## src/rtl/mips_pkg.sv

```systemverilog
// Shared constants and types for the 8-bit teaching MIPS core.
package mips_pkg;

    localparam int unsigned DATA_W = 8;
    localparam int unsigned PC_W   = 6;
    localparam int unsigned REG_N  = 32;
    localparam int unsigned REG_AW = 5;
    localparam int unsigned OP_W   = 6;

    localparam logic [OP_W-1:0] OP_RTYPE = 6'b000000;
    localparam logic [OP_W-1:0] OP_LW    = 6'b100011;
    localparam logic [OP_W-1:0] OP_SW    = 6'b101011;
    localparam logic [OP_W-1:0] OP_ADDI  = 6'b001000;
    localparam logic [OP_W-1:0] OP_BEQ   = 6'b000100;
    localparam logic [OP_W-1:0] OP_J     = 6'b000010;

    typedef enum logic [1:0] {
        ALU_ADD   = 2'b00,
        ALU_SUB   = 2'b01,
        ALU_FUNCT = 2'b10
    } alu_op_e;

    typedef struct packed {
        logic    reg_dst;
        logic    alu_src;
        logic    mem_to_reg;
        logic    reg_write;
        logic    mem_read;
        logic    mem_write;
        logic    branch;
        logic    jump;
        alu_op_e alu_op;
    } ctrl_t;

endpackage

```

## src/rtl/reg_file.sv

```systemverilog
// 32x8 register file: two async read ports, one sync write port, async clear.
module reg_file
    import mips_pkg::*;
(
    input  logic              clk,
    input  logic              rst_n,
    input  logic              we_i,
    input  logic [REG_AW-1:0] waddr_i,
    input  logic [DATA_W-1:0] wdata_i,
    input  logic [REG_AW-1:0] raddr1_i,
    input  logic [REG_AW-1:0] raddr2_i,
    output logic [DATA_W-1:0] rdata1_o,
    output logic [DATA_W-1:0] rdata2_o
);

    logic [DATA_W-1:0] regs_q [REG_N];

    // Register 0 is never written, so it stays at its cleared value.
    always_ff @(posedge clk or negedge rst_n) begin
        if (!rst_n) begin
            for (int i = 0; i < int'(REG_N); i++) begin
                regs_q[i] <= '0;
            end
        end else if (we_i && (waddr_i != '0)) begin
            regs_q[waddr_i] <= wdata_i;
        end
    end

    assign rdata1_o = (raddr1_i == '0) ? '0 : regs_q[raddr1_i];
    assign rdata2_o = (raddr2_i == '0) ? '0 : regs_q[raddr2_i];

endmodule

```

## src/rtl/id_stage.sv

```systemverilog
// Instruction decode: register file, control decode, immediate and next-PC resolution.
module id_stage
    import mips_pkg::*;
(
    input  logic              clk,
    input  logic              rst,
    input  logic              Zero,
    input  logic [DATA_W-1:0] WriteBack,
    input  logic [31:0]       Instruction,
    input  logic [PC_W-1:0]   PCnext,
    output logic [DATA_W-1:0] readd1,
    output logic [DATA_W-1:0] readd2,
    output logic              ALUSrc,
    output logic              MemtoReg,
    output logic              MemWrite,
    output logic              MemRead,
    output logic              RegWrite,
    output logic [1:0]        ALUop,
    output logic [PC_W-1:0]   PCJout,
    output logic [DATA_W-1:0] SignExtendOut
);

    logic [OP_W-1:0]   opcode;
    logic [REG_AW-1:0] rs;
    logic [REG_AW-1:0] rt;
    logic [REG_AW-1:0] rd;
    logic [REG_AW-1:0] wr_addr;
    logic [PC_W-1:0]   pc_branch;
    ctrl_t             ctrl_c;
    logic              unused_instr_bits;

    assign opcode            = Instruction[31:26];
    assign rs                = Instruction[25:21];
    assign rt                = Instruction[20:16];
    assign rd                = Instruction[15:11];
    assign unused_instr_bits = ^Instruction[10:8];

    always_comb begin
        ctrl_c = '0;
        case (opcode)
            OP_RTYPE: begin
                ctrl_c.reg_dst   = 1'b1;
                ctrl_c.reg_write = 1'b1;
                ctrl_c.alu_op    = ALU_FUNCT;
            end
            OP_LW: begin
                ctrl_c.alu_src    = 1'b1;
                ctrl_c.mem_to_reg = 1'b1;
                ctrl_c.mem_read   = 1'b1;
                ctrl_c.reg_write  = 1'b1;
                ctrl_c.alu_op     = ALU_ADD;
            end
            OP_SW: begin
                ctrl_c.alu_src   = 1'b1;
                ctrl_c.mem_write = 1'b1;
                ctrl_c.alu_op    = ALU_ADD;
            end
            OP_ADDI: begin
                ctrl_c.alu_src   = 1'b1;
                ctrl_c.reg_write = 1'b1;
                ctrl_c.alu_op    = ALU_ADD;
            end
            OP_BEQ: begin
                ctrl_c.branch = 1'b1;
                ctrl_c.alu_op = ALU_SUB;
            end
            OP_J: begin
                ctrl_c.jump = 1'b1;
            end
            default: ;
        endcase
    end

    assign ALUSrc        = ctrl_c.alu_src;
    assign MemtoReg      = ctrl_c.mem_to_reg;
    assign MemWrite      = ctrl_c.mem_write;
    assign MemRead       = ctrl_c.mem_read;
    assign RegWrite      = ctrl_c.reg_write;
    assign ALUop         = ctrl_c.alu_op;
    assign SignExtendOut = Instruction[DATA_W-1:0];

    assign wr_addr = ctrl_c.reg_dst ? rd : rt;

    // Branch target wraps modulo the 6-bit word-addressed PC space.
    assign pc_branch = PC_W'(PCnext + SignExtendOut[PC_W-1:0]);

    always_comb begin
        PCJout = PCnext;
        if (ctrl_c.jump) begin
            PCJout = Instruction[PC_W-1:0];
        end else if (ctrl_c.branch && Zero) begin
            PCJout = pc_branch;
        end
    end

    reg_file u_reg_file (
        .clk      (clk),
        .rst_n    (rst),
        .we_i     (ctrl_c.reg_write),
        .waddr_i  (wr_addr),
        .wdata_i  (WriteBack),
        .raddr1_i (rs),
        .raddr2_i (rt),
        .rdata1_o (readd1),
        .rdata2_o (readd2)
    );

endmodule

```

## config.mk

```make
export PLATFORM = sky130hd
export DESIGN_NAME = id_stage
export DESIGN_NICKNAME = d
export VERILOG_FILES = /design/src/rtl/mips_pkg.sv /design/src/rtl/reg_file.sv /design/src/rtl/id_stage.sv
export SDC_FILE = /design/constraint.sdc
export NUM_CORES = 1
export LEC_CHECK = 0
export BUFFER_PORTS_ARGS = -buffer_cell sky130_fd_sc_hd__buf_2
export CAP_MARGIN = 20
export CORE_MARGIN = 5
export CORE_UTILIZATION = 51
export DETAILED_ROUTE_END_ITERATION = 8
export PLACE_DENSITY_LB_ADDON = 0.2
export RECOVER_POWER = 100
export SLEW_MARGIN = 15
export SYNTH_ARGS = -nofsm -noshare
export SYNTH_HDL_FRONTEND = slang
export SYNTH_HIERARCHICAL = 1
export SYNTH_SLANG_ARGS = --single-unit
```

## constraint.sdc

```tcl
create_clock -name clk -period 3.01 [get_ports clk]
set_clock_uncertainty 0.15 [all_clocks]
set_input_delay 0.602 -clock clk [delete_from_list [all_inputs] [get_ports clk]]
set_output_delay 0.602 -clock clk [all_outputs]
set_load 0.01 [all_outputs]
```

Word level (Yosys, flattened, before mapping)
Cells that the tools add are included.
{"block": "word_totals", "ff_bits": 256, "input_bits": 49, "out_inout_bits": 37, "elab_cells": 76}
{"block": "classes", "addsub": 1, "magnitude_cmp": 4, "eq_ne": 5, "mux": 22, "bitwise_logic": 3, "reduce_logical": 9}
{"operator": "bitwise mux 256 bit", "n": 1}
{"operator": "binary-select mux 8 bit (select 5 bit)", "n": 2}
{"operator": "two-way mux 8 bit", "n": 7}
{"operator": "demux 8 bit (select 5 bit)", "n": 1}
{"operator": ">= comparator 6 bit, second input constant", "n": 3}
{"operator": "NOT 5 -> 6 bit", "n": 3}
{"operator": "equality test 6 bit, second input constant", "n": 2}
{"operator": "two-way mux 6 bit", "n": 2}
{"operator": "logical NOT 5 bit", "n": 2}
{"operator": "two-way mux 1 bit", "n": 7}
{"operator": "adder 6 bit", "n": 1}
{"operator": "equality test 6 x 2 -> 1 bit, second input constant", "n": 1}
{"operator": "equality test 6 x 3 -> 1 bit, second input constant", "n": 1}
{"operator": "equality test 6 x 4 -> 1 bit, second input constant", "n": 1}
{"operator": "logical NOT 6 bit", "n": 1}
{"operator": "< comparator 6 x 1 -> 1 bit, second input constant", "n": 1}
{"operator": "OR reduction 3 bit", "n": 2}
{"operator": "two-way mux 5 bit", "n": 1}
{"operator": "nonzero test 5 bit", "n": 1}
{"operator": "one-hot mux 2 bit (2 select lines)", "n": 1}
{"operator": "logical AND 1 bit", "n": 3}

Longest topological paths before layout
Gate-level depths: netlist (run 1).
{"block": "logic_depth", "depth_word": 9, "depth_mapped": 9, "ltp_nobuf": 8}

Hierarchy
Netlist (run 1), hierarchy kept.
{"module": "reg_file", "instances": 1, "cells_per_inst": 978, "area_per_inst_um2": 14301.2, "seq_area_each_um2": 6406.1}
{"module": "id_stage", "instances": 1, "cells_per_inst": 83, "area_per_inst_um2": 590.6, "seq_area_each_um2": 0.0}

Worst setup path before layout (run 1)
No wires, ideal clock.
{"block": "synth_path", "path_kind": "input-to-reg", "startpoint": "in Instruction[26]", "endpoint": "reg u_reg_file/regs_q[155] (netlist bit)", "setup_time_ns": 0.125, "t_arrival_ns": 2.660, "t_required_ns": 2.735, "setup_slack_ns": 0.075, "stages": 7, "n_path_buf": 1, "cell_sequence": "nor3_1 nor2_1 nor3_1 or3b_2 buf_6 nor2_8 mux2_2"}
{"block": "synth_between", "word_cells_on_any_way": 16, "cone_classes": "2 x order compare; 2 x eq/ne; 6 x mux; 1 x bitwise; 5 x reduce/logical"}
{"item": "start: declaration", "line": "id_stage.sv:9", "text": "input logic [31:0] Instruction,"}
{"item": "equality test 6 bit, or another cell as far along", "line": "id_stage.sv:40", "text": "case (opcode)"}
{"item": "OR reduction 3 bit (no line) (*)"}
{"item": "two-way mux 1 bit (*)", "line": "id_stage.sv:40"}
{"item": "named net RegWrite", "line": "id_stage.sv:17", "text": "output logic RegWrite,"}
{"item": "logical AND 1 bit (*)", "line": "reg_file.sv:24", "text": "end else if (we_i && (waddr_i != '0)) begin"}
{"item": "end signal: indexed assignment", "line": "reg_file.sv:25", "text": "regs_q[waddr_i] <= wdata_i;"}
{"item": "end: declaration", "line": "reg_file.sv:16", "text": "logic [DATA_W-1:0] regs_q [REG_N];"}
The timed path passes the listed nets; every way through them passes the cells marked *.
A chain may end at the register's enable or synchronous reset.

Worst setup path in the final report (run 1)
{"block": "layout_path", "startpoint": "in Instruction[21]", "endpoint": "out readd1[7]"}
{"block": "layout_between", "elab_chain_cells": 5, "word_cells_on_any_way": 6, "cone_classes": "4 x mux; 1 x bitwise; 1 x reduce/logical"}
{"item": "NOT 5 -> 6 bit (implied by the code)", "line": "reg_file.sv:29", "text": "assign rdata1_o = (raddr1_i == '0) ? '0 : regs_q[raddr1_i];"}
{"item": "binary-select mux 8 bit (select 5 bit)", "line": "reg_file.sv:29"}
{"item": "two-way mux 8 bit (implied by the code) (2 in series)", "line": "reg_file.sv:29"}
{"item": "two-way mux 8 bit (*)", "line": "reg_file.sv:29"}
{"item": "end: declaration", "line": "id_stage.sv:11", "text": "output logic [DATA_W-1:0] readd1,"}
Mark *: on every way between the ends. The rest lies on a longest branch, timed or not. The select of a mux whose other input is x is not followed.

==> run metrics, run 1 <==
outcome=complete, no violations; post-synth cell types=63; largest reg by FF count=u_reg_file/regs_q; Least-Margin Pin Slew=1287 ps; most frequent CP cell=buf_4; final setup vio count=0; Synth Register Bits=256; Final TNS setup=0 ps; WP data arrival=2250 ps; total CTS buffers=28; register area share after synthesis=43.02%; Comb pwr share=13.9%; Crit path max-delay family=buffers and inverters; Final Util=61.55%; Startpoint Class=input pin; highest clock rate=332.6 MHz; ANT nets after route=0; initial antenna violation count=0; total power=8.375 mW; gpl congestion=0.9430; CP Max Fanout=4; Starting Density=51.74%; Rows=62; fin crit share=99.89%; CTS tree=done; Relative slew margins=14.22%; share of layout cells above drive strength 1=55.49%; Final Critical Period=3007 ps; Register Area=6406 sq um; H-Tree Depth=1; largest registers=u_reg_file/regs_q (256); final hold violations=0; diodes inserted=0; gr usage total=24.44%; Synth Area in Adders=0.5545%; peak supply drop=458.8 uV; Ports=86; P_sw=2.124 mW; Worst Hold Class=reg2reg; CP max stage delay=470 ps; post-synthesis compound-gate area fraction=5.621%; Synth top area share=43.02%; CTS clk-pin slew, worst paths=60 ps; final wirelength=39900 um; Die Span X=180.9 um; hpwl dp=26910 um; internal power=6.251 mW; clk sinks=256; fin area=17710 sq um; CTS root buffer=clkbuf_16; # fillers=2243; Final Worst Setup Slack=3.442 ps; post-synthesis mux area share=40.69%; overflow left after global routing=0; Synthesized Nets=1116; DRT Pass-1 Iters=7; synth warn=6; mapped cell area=14890 sq um; leakage power=8.216 nW; vias per inst=6.182; final net count=1262; Pwr Density=472.8 nW/um^2; largest family of logic cells by synthesized area=multiplexers; clock power share=42.2%; Die Y=180.9 um; Crit Path Category=in2out; critical path endpoint category=output port; Main synth FF type=dfrtp_1; CTS max path bufs=3; Async SR Flop Fraction=100.0%; Synth Area in Simple Gates=5.570%; Buffers on Ports=78; CP max stage cell=a221oi_2; number of synthesized flops with an enable pin=0; die area=32720 sq um; dpl cell area=16530 sq um; Remaining DRCs=0; post-place setup slack=-149.6 ps; area of the core=28780 sq um; top post-synthesis cells by area=dfrtp_1 43%, mux2_2 22%, mux4_2 13%; Vias=9971; Largest register FFs=256; vias in the first global route=10444; Buf/Inv on CP=5; Commonest cells post-synth=290 x mux2_2, 256 x dfrtp_1, 86 x mux4_2; cell count after placement=1552; Seq pwr share=43.9%; post-synthesis xor/xnor area fraction=0.05881%; critical path required time=2260 ps; global-route wire length before repair=62980 um; top-count cell post-synth=mux2_2; DR WL/cell=24.73 um; Skew-Pair Late Insertion Delay=550 ps; largest net degree at the start of global routing=65; max_cap viols=0; switch share=25.36%; Mean Syn Cell Area=14.04 sq um; cells along the critical path=buf_12, bufbuf_16, buf_4, buf_4, mux2i_2, a221oi_2, o21a_1, buf_2; Post-Syn Instances=1061; post-route insts no fill=1613; Pins Over Slew Limit=0; DR iter-0 viols=658; Area growth syn-to-layout=18.95%; area leader, netlist=dfrtp_1; Multi-input gate area=8021 sq um; WHS=244.0 ps
-- per-layer routing --
layer / vias to the layer above / wire length [um] / GRT usage, %
met5: - / 0 / 0
met4: 0 / 919 / 5.929
met3: 53 / 2298 / 3.821
met2: 317 / 19210 / 39.74
met1: 5238 / 17470 / 34.93
li1: 4363 / - / -
-- cells in the final DEF (no fill, tap or decap), types with 7 or more instances in the layout --
| cell | instances |
|---|---|
| mux2_2 | 288 |
| dfrtp_1 | 256 |
| mux4_2 | 89 |
| buf_4 | 72 |
| buf_2 | 51 |
| nor2_1 | 33 |
| nand2_1 | 31 |
| clkbuf_16 | 29 |
| clkbuf_2 | 28 |
| buf_12 | 27 |
| mux2i_1 | 25 |
| clkbuf_1 | 25 |
| nor2b_1 | 20 |
| a211oi_1 | 19 |
| o21a_1 | 16 |
| o21ai_0 | 14 |
| o22ai_1 | 14 |
| mux2i_2 | 14 |
| mux2_1 | 13 |
| o31ai_1 | 13 |
| a221oi_2 | 9 |
| mux2i_4 | 8 |
| clkbuf_8 | 7 |
| mux4_1 | 7 |
-- area by class of cell --
class | instances | area share (%)
Clock buffer | 39 | 4.704
Clock inverter | 13 | 0.7275
Inverter | 4 | 0.08476
Multi-Input combinational cell | 699 | 45.28
Sequential cell | 256 | 36.16
Tap cell | 384 | 2.712
Timing Repair Buffer | 218 | 10.33
-- timing repair --
action / 4_1_cts / 5_1_grt
endpoints found under the setup margin: 16 / 18
pin swaps: 5 / 8
hold buffers: 1 / 0
gates resized for setup: 49 / 30
buffers inserted: 6 / 4
cloned: 3 / 0
endpoints found under the hold margin: 42 / 0
-- logic make-up after synthesis --
kind of cell             count (synthesis)
AO/OA/AOI/OAI                          115
AND/OR/NAND/NOR                        133
multiplexers                           444
buffers and inverters                  106
flip-flops                             256
adder cells (fa/ha/maj)                  6
XOR/XNOR                                 1
-- worst paths after layout --
path / from / to / slack, ps / cells past startpoint
max in group asynchronous: rst / u_reg_file/regs_q[232] / 530 / 3
max: Instruction[21] / readd1[7] / 3 / 8
max reg2reg: u_reg_file/regs_q[180] / u_reg_file/regs_q[180] / 1950 / 2
min in group asynchronous: rst / u_reg_file/regs_q[177] / 720 / 2
min reg2reg: u_reg_file/regs_q[248] / u_reg_file/regs_q[248] / 240 / 0
min: u_reg_file/regs_q[248] / u_reg_file/regs_q[248] / 240 / 0
-- power groups by stage --
| stage | clock (mW) | sequential [mW] | combinational [mW] |
|---|---|---|---|
| after floorplan | 0 | 3.70 | 0.669 |
| final | 3.54 | 3.68 | 1.16 |
| after global routing | 3.76 | 3.69 | 1.24 |
| after detailed placement | 0 | 3.73 | 1.09 |
| after CTS | 3.60 | 3.67 | 1.16 |
| after global placement | 0 | 3.72 | 1.07 |
Note: power is estimated with default switching activity, not from simulation.
==> run 2: changes to the inputs <==
CAP_MARGIN = 25   (was 20)
SETUP_SLACK_MARGIN = 0.2   (was not set)
==> run metrics, run 2 (synthesis results as in run 1) <==
outcome=finished, violations left; failing checks=max-capacitance violations, max-slew violations, negative setup slack; critical path endpoint category=output port; largest reg by FF count=u_reg_file/regs_q; hpwl dp=27110 um; reg2reg setup slack=1950 ps; post-place setup slack=-158.0 ps; CP Max Fanout=3; max_cap viols=1; Startpoint Class=flip-flop; worst reg2reg path depth=2; gpl congestion=0.9264; most frequent cells in the layout=287 x mux2_2, 256 x dfrtp_1, 93 x mux4_2; share of layout cells above drive strength 1=56.63%; ANT nets after route=0; final hold violations=0; vias per inst=6.119; Ports=86; dpl cell area=16580 sq um; initial antenna violation count=1; clk sinks=256; total CTS buffers=29; final wirelength=40210 um; CTS tree=done; final net count=1284; overflow left after global routing=0; post-route insts no fill=1636; hold depth=0; Final Critical Period=3025 ps; DR iter-0 viols=581; DRT Pass-1 Iters=4; Rows=62; Starting Density=51.74%; CTS root buffer=clkbuf_16; Die Span X=180.9 um; critical path required time=2260 ps; DR WL/cell=24.58 um; Die Y=180.9 um; Final Worst Setup Slack=-15.39 ps; Pins Over Slew Limit=31; peak supply drop=390.6 uV; fin area=18180 sq um; WP data arrival=2270 ps; Final Util=63.16%; Vias=10011; fin crit share=100.5%; Crit Path Category=reg2out; Skew-Pair Late Insertion Delay=540 ps; largest net degree at the start of global routing=88; CTS clk-pin slew, worst paths=60 ps; Buffers on Ports=78; area of the core=28780 sq um; diodes inserted=0; leakage power=8.484 nW; highest clock rate=330.5 MHz; die area=32720 sq um; Worst Hold Class=reg2reg; cell count after placement=1557; vias in the first global route=10540; H-Tree Depth=1; global-route wire length before repair=63580 um; Area growth syn-to-layout=22.06%; final setup vio count=3; Largest register FFs=256; commonest non-fill, non-tap cell in the layout=mux2_2; Least-Margin Pin Slew=1872 ps; # fillers=2172; largest registers=u_reg_file/regs_q (256); RSZ-0062 raised after global routing=true; Pwr Density=471.3 nW/um^2; Relative slew margins=-24.82%; Remaining DRCs=0; CTS max path bufs=3; gr usage total=24.73%
## run 2: path summary, 6_finish.rpt
| check | from | to |
|---|---|---|
| hold reg to reg | u_reg_file/regs_q[249] | u_reg_file/regs_q[249] |
| max in group asynchronous | rst | u_reg_file/regs_q[39] |
| hold / removal | u_reg_file/regs_q[249] | u_reg_file/regs_q[249] |
| setup reg to reg | u_reg_file/regs_q[159] | u_reg_file/regs_q[159] |
| min in group asynchronous | rst | u_reg_file/regs_q[149] |
| setup / recovery | u_reg_file/regs_q[157] | readd2[5] |
## run 2: final cells by class
type	instances	area [sq um]	share of cell area, %
repair buffers	239	2152	11.84
inverters	4	15.01	0.08260
clock buffers	47	923.4	5.080
clock inverters	7	95.09	0.5231
flip-flops and latches	256	6406	35.24
well taps	384	480.5	2.643
multi-input cells	699	8105	44.59
## run 2: timing repair
action,CTS,global route
cloned,5,1
hold endpoints to repair,27,0
gates resized for setup,84,36
hold buffers,1,0
setup buffers,11,7
endpoints found under the setup margin,18,19
pin swaps,15,18
## run 2: per-layer routing
| layer | global-route usage, % | vias to the layer above | wire, um |
|---|---|---|---|
| met5 | 0 | - | 13 |
| li1 | - | 4427 | - |
| met4 | 7.532 | 2 | 1403 |
| met2 | 39.57 | 305 | 18900 |
| met3 | 4.062 | 85 | 2124 |
| met1 | 35.08 | 5192 | 17770 |
## run 2: power breakdown
part	leakage, nW	switching, mW	internal [mW]
Sequential	3.54	0.0982	3.58
Clock	0.502	1.41	2.26
Combinational	4.44	0.602	0.621
## run 2: worst max-delay path, cell delays in order, from the launching register on
cell      delay [ps]
dfrtp_1          400
mux4_2           460
mux2i_1          190
buf_4            160
a221oi_2          50
buf_4            180
o21a_1           130
buf_2            150
## run 2: metrics by stage
stage | total power [mW] | hold slack [ps] | TNS [ps]
after floorplan | 4.368 | 156.4 | 0
after global placement | 4.792 | 227.8 | -8262
after detailed placement | 4.817 | 230.8 | -18470
after CTS | 8.619 | 248.8 | -120.9
after global routing | 8.908 | 260.0 | -2275
final | 8.567 | 246.8 | -37.71
==> run 3: changes to the inputs <==
PLACE_DENSITY = 0.65   (was not set)
PLACE_DENSITY_LB_ADDON = not set   (was 0.2)
==> run metrics, run 3 (synthesis results as in run 1) <==
outcome=finished, violations left; failing checks=max-capacitance violations, max-slew violations; Remaining DRCs=0; diodes inserted=0; met3 routed WL=2793 um; CP max stage delay=550 ps; most frequent CP cell=buf_12; CTS clk-pin slew, worst paths=60 ps; post-place setup slack=-154.6 ps; final net count=1257; vias per inst=6.244; Skew-Pair Late Insertion Delay=550 ps; Pins Over Slew Limit=68; Pwr Density=468.0 nW/um^2; RSZ-0062 raised after global routing=true; area of the core=28780 sq um; clk sinks=256; Largest register FFs=256; Least-Margin Pin Slew=1792 ps; Startpoint Class=input pin; Starting Density=51.74%; initial antenna violation count=1; CP Max Fanout=6; max_cap viols=1; CTS tree=done; largest reg by FF count=u_reg_file/regs_q; Final Critical Period=2966 ps; critical path endpoint category=output port; gr usage total=24.73%; Crit path max-delay family=simple AND/OR/NAND/NOR gates; commonest non-fill, non-tap cell in the layout=mux2_2; Relative slew margins=-19.48%; final wirelength=40980 um; final setup vio count=0; leakage power=8.280 nW; final hold violations=0; cell count after placement=1534; cells along the critical path=buf_12, buf_12, buf_8, or2b_1, o22ai_1, or4_4, a31oi_4, buf_6; Worst Hold Class=reg2reg; DR WL/cell=25.55 um; share of layout cells above drive strength 1=59.18%; fin crit share=98.54%; largest net degree at the start of global routing=68; Rows=62; DR iter-0 viols=680; Area growth syn-to-layout=21.99%; Die Y=180.9 um; Crit Path Category=in2out; total power=8.502 mW; Buf/Inv on CP=4; CTS root buffer=clkbuf_16; ANT nets after route=0; Ports=86; Vias=10016; die area=32720 sq um; Final Worst Setup Slack=43.96 ps; DRT Pass-1 Iters=5; gpl congestion=0.9240; WL met1=17920 um; most frequent cells in the layout=286 x mux2_2, 256 x dfrtp_1, 94 x mux4_2; # fillers=2120; CP max stage cell=or4_4; global-route wire length before repair=63260 um; total CTS buffers=29; routed wl met2=19090 um; Buffers on Ports=78; highest clock rate=337.2 MHz; critical path required time=2260 ps; Final Util=63.12%; post-route insts no fill=1604; overflow left after global routing=0; largest registers=u_reg_file/regs_q (256); CTS max path bufs=3; H-Tree Depth=1; hpwl dp=27080 um; Die Span X=180.9 um; vias in the first global route=10314; WP data arrival=2210 ps; peak supply drop=436.9 uV; highest routed layer=met4; reg2reg setup slack=1950 ps
==> run 3: changes by cell type in the layout (fill, tap and decap cells not counted), sizes merged <==
cell	before	now
clkinv	3	4
clkinvlp	1	0
buf	185	157
bufinv	2	3
dlymetal6s2s	0	1
bufbuf	3	2
inv	5	4
clkbuf	97	93
==> run 3: final timing paths <==
check | start | to | depth (start not counted)
hold / removal | u_reg_file/regs_q[254] | u_reg_file/regs_q[254] | 0
hold reg to reg | u_reg_file/regs_q[254] | u_reg_file/regs_q[254] | 0
setup reg to reg | u_reg_file/regs_q[138] | u_reg_file/regs_q[138] | 2
setup / recovery | Instruction[21] | readd1[0] | 8
max in group asynchronous | rst | u_reg_file/regs_q[3] | 3
min in group asynchronous | rst | u_reg_file/regs_q[183] | 2
==> run 3: final cells by class <==
| class | instances | area (sq um) | area share, % |
|---|---|---|---|
| clock buffer | 42 | 834.6 | 4.594 |
| clock inverter | 7 | 110.1 | 0.6061 |
| inverter | 4 | 15.01 | 0.08265 |
| multi-input combinational | 699 | 8432 | 46.41 |
| sequential | 256 | 6406 | 35.26 |
| tap | 384 | 480.5 | 2.645 |
| timing repair buffer | 212 | 1888 | 10.39 |
==> run 3: per-layer routing <==
metal,vias to the layer above,GRT usage [%]
met3,73,3.137
met1,5231,36.66
met4,0,6.534
met2,358,39.03
li1,4354,-
met5,-,0
==> run 3: what timing repair did <==
item	4_1_cts	5_1_grt
pin swaps	19	19
hold buffers	1	0
endpoints found under the hold margin	61	0
gates resized for setup	129	62
gates cloned	6	2
setup buffers	4	8
setup endpoints to repair	18	19
==> run 3: through the flow <==
| stage | TNS, ps | cell area (sq um) | hold slack [ps] |
|---|---|---|---|
| after detailed placement | -5073 | 16340 | 235.9 |
| after CTS | 0 | 18140 | 250.2 |
| after global placement | -2427 | 16340 | 225.2 |
| after global routing | 0 | 18170 | 266.8 |
| after floorplan | 0 | 14910 | 156.4 |
| final | 0 | 18170 | 248.1 |
==> run 3: report_power, final <==
group | internal, mW | switching (mW)
clock network | 2.15 | 1.41
registers | 3.58 | 0.0981
logic | 0.630 | 0.637
==> run 3: worst reg2reg max path: stages (launching register included) <==
cell     delay (ps)
dfrtp_1         390
buf_4           140
mux2_2          260
